`config.mk`:
```
export PLATFORM = sky130hd
export DESIGN_NAME = serializer
export DESIGN_NICKNAME = d
export VERILOG_FILES = /design/src/rtl/serializer_pkg.sv /design/src/rtl/serializer.sv
export SDC_FILE = /design/constraint.sdc
export NUM_CORES = 1
export LEC_CHECK = 0
export ABC_CLOCK_PERIOD_IN_PS = 6500
export CAP_MARGIN = 30
export CORE_ASPECT_RATIO = 1.4
export CORE_MARGIN = 3
export CORE_UTILIZATION = 55
export DETAILED_ROUTE_END_ITERATION = 10
export PLACE_DENSITY = 0.84
export SLEW_MARGIN = 20
export SYNTH_ARGS = -nofsm -noshare
export SYNTH_HDL_FRONTEND = slang
export SYNTH_SLANG_ARGS = --single-unit
export TNS_END_PERCENT = 20
```
`constraint.sdc`:
```
create_clock -name clk_i -period 6.5 [get_ports clk_i]
set_clock_uncertainty 0.15 [all_clocks]
set_input_delay 0.65 -clock clk_i [delete_from_list [all_inputs] [get_ports clk_i]]
set_output_delay 0.65 -clock clk_i [all_outputs]
set_load 0.02 [all_outputs]
```
`src/rtl/serializer_pkg.sv`:
```
// Shared constants, state encoding and length decode for the serializer.
package serializer_pkg;

  localparam int DATA_W = 16;
  localparam int MOD_W  = $clog2(DATA_W);
  localparam int LEN_W  = MOD_W + 1;

  typedef enum logic {
    IDLE = 1'b0,
    SEND = 1'b1
  } state_e;

  // A bit count of 0 encodes a full word.
  function automatic logic [LEN_W-1:0] eff_len(input logic [MOD_W-1:0] mod);
    if (mod == '0) return LEN_W'(DATA_W);
    return {1'b0, mod};
  endfunction

endpackage

```
`src/rtl/serializer.sv`:
```
// Parallel-to-serial stage, LSB first, feeding the 16-bit deserializer.
// SERIALIZER_ZERO_PAD_EN: pad short words with zeros to a full DATA_W frame.
module serializer
  import serializer_pkg::*;
(
  input  logic              clk_i,
  input  logic              srst_n_i,
  input  logic [DATA_W-1:0] data_i,
  input  logic [MOD_W-1:0]  data_mod_i,
  input  logic              data_val_i,
  output logic              ser_data_o,
  output logic              ser_data_val_o,
  output logic              busy_o
);

  localparam logic [LEN_W-1:0] ONE     = LEN_W'(1);
  localparam logic [LEN_W-1:0] MIN_LEN = LEN_W'(3);

  state_e            state_q, state_d;
  logic [DATA_W-1:0] shift_q, shift_d;
  logic [LEN_W-1:0]  cnt_q, cnt_d;
  logic [LEN_W-1:0]  len_q, len_d;
  logic [LEN_W-1:0]  len_in;
  logic [LEN_W-1:0]  last_idx;
  logic              last_bit;
  logic              accept;

  always_ff @(posedge clk_i) begin
    if (!srst_n_i) begin
      state_q <= IDLE;
      shift_q <= '0;
      cnt_q   <= '0;
      len_q   <= '0;
    end else begin
      state_q <= state_d;
      shift_q <= shift_d;
      cnt_q   <= cnt_d;
      len_q   <= len_d;
    end
  end

  always_comb begin
    len_in = eff_len(data_mod_i);
`ifdef SERIALIZER_ZERO_PAD_EN
    last_idx = LEN_W'(DATA_W - 1);
`else
    last_idx = len_q - ONE;
`endif
    last_bit       = (state_q == SEND) && (cnt_q == last_idx);
    busy_o         = (state_q == SEND) && !last_bit;
    ser_data_val_o = (state_q == SEND);
`ifdef SERIALIZER_ZERO_PAD_EN
    // Bits past the captured length are forced to zero padding.
    ser_data_o = (state_q == SEND) && (cnt_q < len_q) && shift_q[0];
`else
    ser_data_o = (state_q == SEND) && shift_q[0];
`endif
    accept = data_val_i && !busy_o && (len_in >= MIN_LEN);
  end

  always_comb begin
    state_d = state_q;
    shift_d = shift_q;
    cnt_d   = cnt_q;
    len_d   = len_q;
    if (accept) begin
      state_d = SEND;
      shift_d = data_i;
      cnt_d   = '0;
      len_d   = len_in;
    end else if (state_q == SEND) begin
      if (last_bit) begin
        state_d = IDLE;
        shift_d = '0;
        cnt_d   = '0;
        len_d   = '0;
      end else begin
        shift_d = {1'b0, shift_q[DATA_W-1:1]};
        cnt_d   = cnt_q + ONE;
      end
    end
  end

endmodule

```
-- Yosys cells after proc, flatten, opt, wreduce, memory -nomap -nowiden
Cells that the tools add are included.
W data, S select, Z words.
- bitwise gates (word level): 1
- reductions and logical operators: 12
- equality and inequality tests: 1
- $lt $le $gt $ge: 1
- $add $sub $neg: 2
- mux-type cells: 13
- operators with widths (cell ; number):
    $mux W16 ; 2
    $mux W5 ; 6
    $mux W15 ; 1
    $add A5 B1 Y5 const B ; 1
    $eq A5 B5 Y1 ; 1
    $ge A5 B2 Y1 const B ; 1
    $logic_and A1 B1 Y1 ; 5
    $sub A5 B1 Y5 const B ; 1
    $logic_not A4 Y1 ; 1
    $mux W1 ; 4
    $reduce_bool A2 Y1 ; 2
    $logic_not A1 Y1 ; 2
    $reduce_and A2 Y1 ; 1
    $reduce_or A2 Y1 ; 1
    $not A1 Y1 ; 1
- bits of input ports: 23
- bits in registers: 27
- output and inout port bits: 3
- word-level logic and storage cells: 34

-- Longest topological paths before layout
- depth in word-level cells: 10
- depth in mapped cells: 11
- depth with buffers taken out: 9

-- Worst setup path after synthesis
Ideal clock, no wire load.
- path type: reg-to-reg
- start point: register len_q[0]
- end point: register len_q[2]
- setup time: 117 ps
- setup slack: 4290 ps
- arrival: 1942 ps
- data required time: 6233 ps
- buffers on the path: 1
- stages on the path, launching flop included: 11
- clock period less this slack: 2210 ps
- cell sequence: dfxtp_1 inv_1 ha_1 xnor2_1 nor2_1 nand4_2 nand2_2 inv_2 buf_4 or2_2 a32o_1
- longest elaborated chain between the ends: 10
- elaborated cells on any way between the ends: 12
- those cells by class: add/sub (1); eq/ne (1); mux (1); reduce/logical (9)
- ends and longest elaborated chain (element ; line ; source):
    from (decl) ; serializer.sv:22 ; logic [LEN_W-1:0] len_q, len_d;
    from (signal assigned) ; serializer.sv:38 ; len_q <= len_d;
    $sub A5 B1 Y5 (*) ; serializer.sv:47 ; last_idx = len_q - ONE;
    $eq A5 B5 Y1 (*) ; serializer.sv:49 ; last_bit = (state_q == SEND) && (cnt_q == last_idx);
    $logic_and A1 B1 Y1 (*) ; serializer.sv:49 ;
    $logic_not A1 Y1 (*) ; serializer.sv:50 ; busy_o = (state_q == SEND) && !last_bit;
    $logic_and A1 B1 Y1 (*) ; serializer.sv:50 ;
    via busy_o ; serializer.sv:13 ; output logic busy_o
    $logic_not A1 Y1 (*) ; serializer.sv:58 ; accept = data_val_i && !busy_o && (len_in >= MIN_LEN);
    $logic_and A1 B1 Y1 (*) (2 in a row) ; serializer.sv:58 ;
    $reduce_bool A2 Y1 (no source line) ; -- ;
    $reduce_and A2 Y1 (no source line) ; -- ;
Mark *: on every way through the listed nets, which the timed path passes. The rest lies on a longest branch.
A chain may end at the register's enable or synchronous reset.

-- Worst setup path after layout
- start point: register len_q[0]
- end point: output port busy_o
- longest elaborated chain between the ends: 5
- ends and longest elaborated chain (element ; line):
    $sub A5 B1 Y5 ; serializer.sv:47
    $eq A5 B5 Y1 ; serializer.sv:49
    $logic_and A1 B1 Y1 ; serializer.sv:49
    $logic_not A1 Y1 ; serializer.sv:50
    $logic_and A1 B1 Y1 ; serializer.sv:50
    to (decl) ; serializer.sv:13
Every way passes these cells.

==> results.cfg <==
[outcome]
run_status = completed

[placed_design]
portBuffers = 25
dp_hpwl_um = 2230
gp_routability_congestion = 0.756
placed_area_sq_mm = 0.00162

[clocking]
cts_buffer_depth = 2
cts_tree = done
h-tree-depth = 1
cts_setup_buffers = 0
insertion_delay_ns = 0.32
cts_resized = 0
clk_pin_slew_ns = 0.14
cts_sinks = 27
cts_hold_buf = 0
cts_root_buf = clkbuf_4
cts_buffers = 3

[floorplanning]
core-area_sq_mm = 0.00228
die_area_sq_mm = 0.00316
die_w_um = 48.4
die_h_um = 65.3
rows = 20
io_pins = 26
start_util_pct = 60.7

[cells_and_area]
final_nets = 211
diodes = 0
drive_gt1_share_pct = 6.49
utilization_pct = 72.7
fin_area_sq_mm = 0.00166
flow.area_growth_from_synthesis_pct = 19.8
fill_cells = 184

[pwr]
p_switching_w = 0.0000879
p_int_w = 0.000232
switching_share_pct = 27.4
peakVddDrop_mv = 0.126
power.density_mw_per_mm2 = 193
leakagePower_nw = 0.621
power_frac_clock_pct = 22.5
seq_power_share_pct = 57.1
comb_power_share_pct = 20.4

[logic_synthesis]
synth_area_leaders = dfxtp_1, a221o_1, nand2_1
synth_top_cell_area_share_pct = 39.1
synth-edff-count = 0
yosysWarnings = 0
synth_cells = 164
syn_area_per_cell_sq_um = 8.43
ys_seq_area_share_pct = 39.1
async_reset_ff_share_pct = 0
synthFlopType = dfxtp_1
yosys_register_bits = 27
synthTopCellsByCount = nand2_1, dfxtp_1, a21oi_1
synth_top_cell_by_area = dfxtp_1
yosysMostFrequentCell = nand2_1
syn_nets = 189
synthDistinctLibCells = 32
syn-cell-area_sq_mm = 0.00138

[sta]
finalMaxSlewViolations = 0
setup_violations = 0
hold_viol = 0
rsz0062_at_grt = false
finalSetupTns_ns = 0
relSlewSlack_pct = 51.6
finalCriticalPeriod_ns = 3.20
max_freq_mhz = 313
tightest_slew_ns = 0.726
fin_crit_sh_pct = 49.2

[global_route]
grt-ovfl-total = 0
antenna_found_initial = 0
grt_usage_pct = 20.7
grt_pass1_vias = 1279
grt_pass1_wl_um = 5270
grt_max_degree = 22

[critical_path]
cp.arrival_ns = 2.40
start_kind = flip-flop
cp_cell_sequence = inv_1 > ha_1 > xnor2_1 > nor2_1 > nand4_2 > nand2_2 > inv_2 > clkdlybuf4s50_1
cp_max_fo = 11
crit_family = buffers and inverters
r2r_cells = 9
cpPeakStageDelay_ns = 0.64
path_depth = 8
worstSetupEndpointType = output pin
cp_slowest_cell = clkdlybuf4s50_1
worst-path-buf-inv = 3
crit_required_ns = 5.70
critical_path_class = reg2out

[detailed_routing]
wl_um = 3000
drt_iter0_drc = 38
drtAntennaViolNets = 0
vias_per_cell = 5.83
wl_per_cell_um = 13.7
first_pass_iters = 4
drc = 0
vias = 1272

[flow_run]
drv_cap = 0

[hold_path]
worstHoldPathType = reg2reg
hold_depth = 1
==> power by group through the flow <==
stage	Combinational [W]	Sequential, W	Clock (W)
final	0.0000653	0.000183	0.0000722
after global routing	0.0000727	0.000184	0.0000787
after CTS	0.0000656	0.000183	0.0000740
after detailed placement	0.0000653	0.000186	0
after global placement	0.0000619	0.000186	0
after floorplan	0.0000423	0.000184	0
==> metrics by stage <==
stage               cells  hold slack (ns)  total power (W)  worst slack, ns
floorplan             164            0.306         0.000226             4.29
global placement      212            0.312         0.000248             3.24
detailed placement    213            0.329         0.000252             3.13
CTS                   217            0.361         0.000322             3.28
global route          218            0.374         0.000335             3.16
finish                218            0.361         0.000320             3.30
==> worst reg2reg max path, delay by kind of cell (launching register included) <==
family                     cells  cell delay (ns)
AOI/OAI and AO/OA              1             0.37
xor gates and xnor gates       1             0.19
adders and majority gates      1             0.21
buffers and inverters          2             0.17
DFF                            1             0.42
and+or+nand+nor                4             0.74
==> flip-flops by register name, summed over array words and instances, names as in the netlist <==
signal,flops
cnt_q,5
len_q,5
ser_data_val_o,1
shift_q,16
==> layer usage <==
| metal | global-route usage, % | up-vias | wire length (um) |
|---|---|---|---|
| li1 | - | 628 | - |
| met1 | 20.9 | 604 | 1130 |
| met2 | 41.6 | 34 | 1680 |
| met3 | 3.85 | 6 | 137 |
| met4 | 7.47 | 0 | 43 |
| met5 | 0 | - | 0 |
==> cell usage in the layout, fill, tap and decap left out, drive strengths merged <==
master	n
nand2	41
dfxtp	27
clkdlybuf4s50	25
a21oi	16
a221o	15
nor2	8
xor2	6
xnor2	6
o21a	6
inv	4
clkbuf	4
nor3b	3
nand4	3
o21ai	2
nand3	2
a21boi	2
a32o	2
ha	2
buf	2
and2	2
nor3	1
o31a	1
o31ai	1
nor4	1
o221ai	1
mux2	1
or2	1
==> layout make-up <==
| type | instances | area [sq um] | share of cell area [%] |
|---|---|---|---|
| multi-input combinational | 123 | 768 | 46.4 |
| sequential | 27 | 541 | 32.6 |
| timing repair buffer | 27 | 265 | 16.0 |
| tap | 33 | 41.3 | 2.49 |
| clock buffer | 4 | 26.3 | 1.59 |
| inverter | 4 | 15.0 | 0.906 |
==> cells by family (layout without fill, tap and decap cells) <==
logic type	after synthesis	after routing	share of synthesized area, %
AO/OA/AOI/OAI	46	46	25.3
adder cells (fa/ha/maj)	2	2	1.81
flip-flops	27	27	39.1
multiplexers	1	1	0.814
buffers and inverters	14	35	5.34
XOR/XNOR	12	12	7.60
AND/OR/NAND/NOR	62	62	20.0
==> path summary, 6_finish.rpt <==
check	startpoint	to	slack [ns]
setup reg to reg	len_q[0]	shift_q[7]	4.17
hold / removal	shift_q[15]	shift_q[14]	0.36
setup / recovery	len_q[0]	busy_o	3.30
hold reg to reg	shift_q[15]	shift_q[14]	0.36
Power figures use the tool's default switching activity.
